`src/rtl/uart_core_if.sv`:
```
// Word-level handshake bundle between a byte-stream client and uart_core.
// The client uses the master modport and uart_core uses the slave modport.
interface uart_core_if #(
  parameter int unsigned DATA_BITS = 8
);
  logic [DATA_BITS-1:0] tx_data;
  logic                 tx_valid;
  logic                 tx_ready;
  logic [DATA_BITS-1:0] rx_data;
  logic                 rx_valid;
  logic                 rx_frame_err;
  logic                 rx_parity_err;

  modport master (
    output tx_data, tx_valid,
    input  tx_ready, rx_data, rx_valid, rx_frame_err, rx_parity_err
  );

  modport slave (
    input  tx_data, tx_valid,
    output tx_ready, rx_data, rx_valid, rx_frame_err, rx_parity_err
  );
endinterface

```
`src/rtl/uart_core.sv`:
```
// Full-duplex UART with independent TX and RX frame FSMs, LSB-first, 1 or 2 stop bits.
// Defining UART_PARITY_EN adds an even-parity bit to both directions.
module uart_core #(
  parameter int unsigned DATA_BITS    = 8,
  parameter int unsigned CLKS_PER_BIT = 16,
  parameter int unsigned STOP_BITS    = 1
) (
  input  logic       clk,
  input  logic       reset,
  uart_core_if.slave bus,
  output logic       tx,
  input  logic       rx
);
  localparam int unsigned CNT_W = $clog2(CLKS_PER_BIT);
  localparam int unsigned BIT_W = $clog2(DATA_BITS + 1);
  localparam logic [CNT_W-1:0] CNT_LAST  = CNT_W'(CLKS_PER_BIT - 1);
  localparam logic [CNT_W-1:0] CNT_HALF  = CNT_W'(CLKS_PER_BIT / 2 - 1);
  localparam logic [BIT_W-1:0] DATA_LAST = BIT_W'(DATA_BITS - 1);
  localparam logic [BIT_W-1:0] STOP_LAST = BIT_W'(STOP_BITS - 1);

  typedef enum logic [2:0] {S_IDLE, S_START, S_DATA, S_PARITY, S_STOP} state_e;

  // ---------------- transmitter ----------------
  state_e               tx_state, tx_state_n;
  logic [CNT_W-1:0]     tx_cnt;
  logic [BIT_W-1:0]     tx_bit;
  logic [DATA_BITS-1:0] tx_shift;
  logic                 tx_c, tx_bit_end;
`ifdef UART_PARITY_EN
  logic                 tx_par;
`endif

  always_comb begin
    tx_state_n = tx_state;
    tx_c       = 1'b1;
    tx_bit_end = (tx_cnt == CNT_LAST);
    case (tx_state)
      S_IDLE:  if (bus.tx_valid) tx_state_n = S_START;
      S_START: begin
        tx_c = 1'b0;
        if (tx_bit_end) tx_state_n = S_DATA;
      end
      S_DATA: begin
        tx_c = tx_shift[0];
`ifdef UART_PARITY_EN
        if (tx_bit_end && tx_bit == DATA_LAST) tx_state_n = S_PARITY;
      end
      S_PARITY: begin
        tx_c = tx_par;
        if (tx_bit_end) tx_state_n = S_STOP;
`else
        if (tx_bit_end && tx_bit == DATA_LAST) tx_state_n = S_STOP;
`endif
      end
      S_STOP:  if (tx_bit_end && tx_bit == STOP_LAST) tx_state_n = S_IDLE;
      default: tx_state_n = S_IDLE;
    endcase
  end

  // tx is the registered line level of the current state, so it moves one edge after the state
  always_ff @(posedge clk) begin
    if (reset) begin
      tx_state     <= S_IDLE;
      tx_cnt       <= '0;
      tx_bit       <= '0;
      tx_shift     <= '0;
      tx           <= 1'b1;
      bus.tx_ready <= 1'b1;
`ifdef UART_PARITY_EN
      tx_par       <= 1'b0;
`endif
    end else begin
      tx_state     <= tx_state_n;
      tx           <= tx_c;
      bus.tx_ready <= (tx_state_n == S_IDLE);
      if (tx_state == S_IDLE) begin
        tx_cnt <= '0;
        tx_bit <= '0;
        if (bus.tx_valid) begin
          tx_shift <= bus.tx_data;
`ifdef UART_PARITY_EN
          tx_par   <= ^bus.tx_data;
`endif
        end
      end else begin
        tx_cnt <= tx_bit_end ? '0 : tx_cnt + CNT_W'(1);
        if (tx_bit_end) begin
          tx_bit <= (tx_state_n != tx_state) ? '0 : tx_bit + BIT_W'(1);
          if (tx_state == S_DATA) tx_shift <= tx_shift >> 1;
        end
      end
    end
  end

  // ---------------- receiver ----------------
  logic                 rx_s1, rx_s2;
  state_e               rx_state, rx_state_n;
  logic [CNT_W-1:0]     rx_cnt;
  logic [BIT_W-1:0]     rx_bit;
  logic [DATA_BITS-1:0] rx_shift;
  logic                 rx_sample, rx_done;
`ifdef UART_PARITY_EN
  logic                 rx_par_bad;
`endif

  always_comb begin
    rx_state_n = rx_state;
    rx_sample  = 1'b0;
    rx_done    = 1'b0;
    case (rx_state)
      S_IDLE:  if (!rx_s2) rx_state_n = S_START;
      S_START: if (rx_cnt == CNT_HALF) begin
        rx_sample  = 1'b1;
        rx_state_n = rx_s2 ? S_IDLE : S_DATA;
      end
      S_DATA: if (rx_cnt == CNT_LAST) begin
        rx_sample = 1'b1;
`ifdef UART_PARITY_EN
        if (rx_bit == DATA_LAST) rx_state_n = S_PARITY;
      end
      S_PARITY: if (rx_cnt == CNT_LAST) begin
        rx_sample  = 1'b1;
        rx_state_n = S_STOP;
`else
        if (rx_bit == DATA_LAST) rx_state_n = S_STOP;
`endif
      end
      // Leave at the stop-bit centre so a following start edge is not missed
      S_STOP: if (rx_cnt == CNT_LAST) begin
        rx_sample  = 1'b1;
        rx_done    = 1'b1;
        rx_state_n = S_IDLE;
      end
      default: rx_state_n = S_IDLE;
    endcase
  end

  always_ff @(posedge clk) begin
    if (reset) begin
      rx_s1             <= 1'b1;
      rx_s2             <= 1'b1;
      rx_state          <= S_IDLE;
      rx_cnt            <= '0;
      rx_bit            <= '0;
      rx_shift          <= '0;
      bus.rx_data       <= '0;
      bus.rx_valid      <= 1'b0;
      bus.rx_frame_err  <= 1'b0;
      bus.rx_parity_err <= 1'b0;
`ifdef UART_PARITY_EN
      rx_par_bad        <= 1'b0;
`endif
    end else begin
      rx_s1        <= rx;
      rx_s2        <= rx_s1;
      rx_state     <= rx_state_n;
      bus.rx_valid <= rx_done;
      rx_cnt       <= (rx_state == S_IDLE || rx_sample) ? '0 : rx_cnt + CNT_W'(1);
      if (rx_state == S_IDLE) begin
        rx_bit <= '0;
      end else if (rx_sample && rx_state == S_DATA) begin
        rx_shift <= {rx_s2, rx_shift[DATA_BITS-1:1]};
        rx_bit   <= rx_bit + BIT_W'(1);
      end
`ifdef UART_PARITY_EN
      if (rx_sample && rx_state == S_PARITY) rx_par_bad <= (^rx_shift) ^ rx_s2;
`endif
      if (rx_done) begin
        bus.rx_data      <= rx_shift;
        bus.rx_frame_err <= !rx_s2;
`ifdef UART_PARITY_EN
        bus.rx_parity_err <= rx_par_bad;
`else
        bus.rx_parity_err <= 1'b0;
`endif
      end
    end
  end
endmodule
```
`src/flat_wrapper.sv`:
```
// flat-port wrapper written by rule: the top's interface ports become plain ports
module uart_core_flat 
#(
  parameter int unsigned DATA_BITS    = 8,
  parameter int unsigned CLKS_PER_BIT = 16,
  parameter int unsigned STOP_BITS    = 1
)
  (clk, reset, tx, rx, bus_tx_data, bus_tx_valid, bus_tx_ready, bus_rx_data, bus_rx_valid, bus_rx_frame_err, bus_rx_parity_err);
  uart_core_if #(.DATA_BITS(DATA_BITS)) bus_i ();
  input  logic clk;
  input  logic reset;
  output logic tx;
  input  logic rx;
  input wire logic [$bits(bus_i.tx_data)-1:0] bus_tx_data;
  input wire logic [$bits(bus_i.tx_valid)-1:0] bus_tx_valid;
  output wire logic [$bits(bus_i.tx_ready)-1:0] bus_tx_ready;
  output wire logic [$bits(bus_i.rx_data)-1:0] bus_rx_data;
  output wire logic [$bits(bus_i.rx_valid)-1:0] bus_rx_valid;
  output wire logic [$bits(bus_i.rx_frame_err)-1:0] bus_rx_frame_err;
  output wire logic [$bits(bus_i.rx_parity_err)-1:0] bus_rx_parity_err;
  assign bus_i.tx_data = bus_tx_data;
  assign bus_i.tx_valid = bus_tx_valid;
  assign bus_tx_ready = bus_i.tx_ready;
  assign bus_rx_data = bus_i.rx_data;
  assign bus_rx_valid = bus_i.rx_valid;
  assign bus_rx_frame_err = bus_i.rx_frame_err;
  assign bus_rx_parity_err = bus_i.rx_parity_err;
  uart_core #(.DATA_BITS(DATA_BITS), .CLKS_PER_BIT(CLKS_PER_BIT), .STOP_BITS(STOP_BITS)) u_core (.clk(clk), .reset(reset), .bus(bus_i), .tx(tx), .rx(rx));
endmodule
```
`config.mk`:
```
export PLATFORM = sky130hd
export DESIGN_NAME = uart_core_flat
export DESIGN_NICKNAME = d
export VERILOG_FILES = /design/src/rtl/uart_core_if.sv /design/src/rtl/uart_core.sv /design/src/flat_wrapper.sv
export SDC_FILE = /design/constraint.sdc
export NUM_CORES = 1
export LEC_CHECK = 0
export BUFFER_PORTS_ARGS = -buffer_cell sky130_fd_sc_hd__buf_2
export CORE_MARGIN = 5
export CORE_UTILIZATION = 50
export CTS_CLUSTER_SIZE = 8
export DETAILED_ROUTE_END_ITERATION = 16
export GPL_TIMING_DRIVEN = 0
export PLACE_DENSITY = 0.79
export SLEW_MARGIN = 0
export SYNTH_ARGS = -nofsm -noshare
export SYNTH_HDL_FRONTEND = slang
export SYNTH_SLANG_ARGS = --single-unit
export TNS_END_PERCENT = 30
```
`constraint.sdc`:
```
create_clock -name clk -period 2.3 [get_ports clk]
set_input_delay 0.23 -clock clk [delete_from_list [all_inputs] [get_ports clk]]
set_output_delay 0.23 -clock clk [all_outputs]
set_load 0.005 [all_outputs]
```
==> results.md <==
* Antenna violations before repair at 0
* Reg2Reg Depth at 6
* GPL Wtd Cong at 0.8761
* Vias in the first global route at 1678
* Dpl hpwl at 3040 um
* CTS clock-pin slew for the worst setup and hold paths at 0.10 ns
* Cell area after layout at 2550 sq um
* Reg2Reg Setup Slack at 0.61 ns
* Max Cap Violations at 0
* Routed wire per std cell at 12.83 um
* Worst hold start: rx
* DRC at 0
* WHS Path Cells at 2
* Area of the core at 4384 sq um
* H-tree depth at 2
* GRT overflow at 0
* Status: finished, final reports clean
* Die height at 77.53 um
* Final nets at 294
* DR pass1 iterations at 6
* N_diodes at 0
* Post-CTS Hold Buffers at 0
* Max-slew headroom at 65.79%
* Largest net degree at the start of global routing at 19
* Unrepaired setup endpoints after global routing: no
* Post-synthesis average cell area at 9.192 sq um
* Synthesized flop and latch total at 52
* Worst Hold Endpoint: u_core.rx_s1
* Setup_tns at 0 ns
* Fraction of layout cells with a size suffix above 1 at 19.06%
* CTS resizes at 0
* PortBufs at 22
* Via count at 1817
* Post-CTS Setup Bufs at 0
* Leak pwr at 0.9680 nW
* FP Rows at 24
* Critical Path Fanout Max at 5
* Final min period at 1.689 ns
* Max Clk Rate at 592.1 MHz
* Final core occ at 58.16%
* YS warnings at 0
* Synth cell types at 44
* Most common flop cell mapped by yosys: dfxtp_1
* Seq/Total Area, Yosys at 45.66%
* Die width at 77.53 um
* Area post-placement at 2455 sq um
* Synth top area cells: dfxtp_1, mux2i_1, nor2_1
* Worst VDD drop at 0.0004420 V
* DR vias/cell at 5.506
* Actual slew at the worst max-slew pin at 0.5132 ns
* Die area at 6010 sq um
* Power Density at 619.6 nW/um^2
* Max-slew violation count at 0
* Total CTS buffers at 5
* First-pass GRT wire length at 7341 um
* WL final at 4235 um
* Worst setup SP type: flip-flop
* Final Cycle Share at 73.43%
* Synth Instances at 248
* CP Data Arrival Time at 1.92 ns
* Initial DRC count at 126
* Filler cell count at 405
* Crit-path max cell delay at 0.37 ns
* Worst Hold Class: in -> reg
* Bufs on Longest Clock Path at 2
* Async S/R FF share, synth at 0%
* Required time of the worst setup path at 2.53 ns
* CTS tree: yes
* Root buf cell: clkbuf_8
* Worst Clk Skew at 0.007207 ns
* Slowest CP cell: a2111oi_2
* GR Util All Layers at 14.58%
* Clock sinks at 52
* Syn nets at 265
* EDFF count, synth at 0
* Final Hold Violating Endpoints at 0
* Critical Path, Cell by Cell: ha_1 -> and3_1 -> buf_2 -> a2111oi_2 -> a311oi_2 -> nor3_1
* Yosys top cell by area: dfxtp_1
* Number of routed nets with antenna violations at 0
* R2R Path Start: u_core.tx_cnt[0]
* Reg-to-Reg End: u_core.tx_bit[0]
* Initial Util at 52.00%
* Yosys top cell area share at 45.66%
* # IOs at 25
* Syn-to-layout area delta at 11.86%
* Setup Crit Path Kind: reg -> reg
* Skew-Pair Late Insertion Delay at 0.30 ns
* Worst Setup End Kind: flip-flop
* Synth Cell Area at 2280 sq um
* Final setup viols at 0
## kinds of logic after synthesis
family | Yosys count | synth area share (%)
multiplexers | 16 | 7.025
other | 1 | 0.1645
XOR/XNOR | 10 | 3.842
AND/OR/NAND/NOR | 101 | 21.84
flip-flops | 52 | 45.66
AO/OA/AOI/OAI | 38 | 13.12
buffers and inverters | 25 | 5.598
adder cells (fa/ha/maj) | 5 | 2.744
## critical path: cells and delay by family, from the launching register on
| kind | cells | cell delay [ns] |
|---|---|---|
| compound gates | 2 | 0.50 |
| simple gates | 2 | 0.39 |
| flops | 1 | 0.33 |
| fa+ha+maj | 1 | 0.25 |
| buf+inv | 1 | 0.14 |
## worst max-delay path by stage
stage                     cells after the start          endpoint        startpoint
after floorplan                               6  u_core.tx_bit[0]  u_core.tx_cnt[0]
after global placement                        6  u_core.tx_bit[1]  u_core.tx_cnt[0]
after detailed placement                      6  u_core.tx_bit[0]  u_core.tx_cnt[0]
after CTS                                     6  u_core.tx_bit[1]  u_core.tx_cnt[0]
after global routing                          6  u_core.tx_bit[1]  u_core.tx_cnt[0]
final                                         6  u_core.tx_bit[0]  u_core.tx_cnt[0]
## stage by stage
stage	power, mW	cells	setup slack (ns)	hold slack [ns]
after detailed placement	1.062	322	0.6013	0.3945
after global placement	1.060	322	0.6601	0.3924
final	1.580	330	0.6112	0.1154
after CTS	1.592	330	0.5778	0.1070
after floorplan	1.031	248	0.7530	0.3338
after global routing	1.651	330	0.4310	0.1018
## Yosys cell counts, types with 4 or more instances
cell type and count:
xnor2_1 6, xor2_1 4, clkbuf_1 5, nand2_1 20, ha_1 5, nor3_1 14, and3_1 4, nor4_1 7
mux2i_1 16, inv_1 8, nand3_1 8, buf_2 6, nor2_1 33, a211oi_1 6, a21oi_1 12, dfxtp_1 52
## layout make-up
class	instances	area, sq um	share of cell area, %
clock inverter	3	26.28	1.030
inverter	8	30.03	1.178
buffer	17	97.59	3.827
clock buffer	5	68.82	2.699
multi-input combinational	171	1111	43.57
timing repair buffer	22	110.1	4.318
sequential	52	1041	40.82
tap	52	65.06	2.552
## registers in the layout (all words and copies together), names as in the netlist
name	cells
u_core.rx_state	3
u_core.tx_state	3
u_core.tx_cnt	4
u_core.rx_cnt	4
u_core.tx_bit	4
u_core.rx_s1	1
u_core.tx	1
u_core.bus.rx_valid	1
u_core.bus.rx_data	8
u_core.tx_shift	8
u_core.rx_bit	4
u_core.bus.rx_frame_err	1
u_core.bus.tx_ready	1
u_core.rx_s2	1
u_core.rx_shift	8
## cells in the final DEF (no fill, tap or decap), types with 2 or more instances in the layout
| master | n |
|---|---|
| and3_1 | 4 |
| mux2i_1 | 16 |
| nand3_1 | 8 |
| nor2_1 | 33 |
| nor3_1 | 14 |
| xor2_1 | 4 |
| buf_6 | 2 |
| ha_1 | 5 |
| a21oi_1 | 12 |
| clkbuf_8 | 5 |
| clkbuf_1 | 5 |
| a211o_1 | 2 |
| clkinvlp_4 | 2 |
| buf_4 | 3 |
| nor4_1 | 7 |
| dfxtp_1 | 52 |
| inv_1 | 8 |
| o21ai_0 | 3 |
| or2_2 | 2 |
| nand2b_1 | 3 |
| nand2_1 | 20 |
| a31oi_1 | 3 |
| xnor2_1 | 6 |
| nor2b_1 | 2 |
| a211oi_2 | 2 |
| buf_2 | 28 |
| a211oi_1 | 6 |
| nand3b_1 | 2 |
## routing by layer
metal  GRT usage, %  wire, um
met4          5.155        61
met2          23.23      1961
met5              0         0
met3          3.241       207
met1          19.41      2004
## report_power, final
group          total (mW)  switching (mW)  leakage [nW]  internal, mW
Combinational       0.112          0.0628         0.504        0.0490
Sequential          0.929          0.0103         0.422         0.919
Clock               0.539           0.317        0.0423         0.222
No activity file was read; power rests on OpenSTA's default activity.
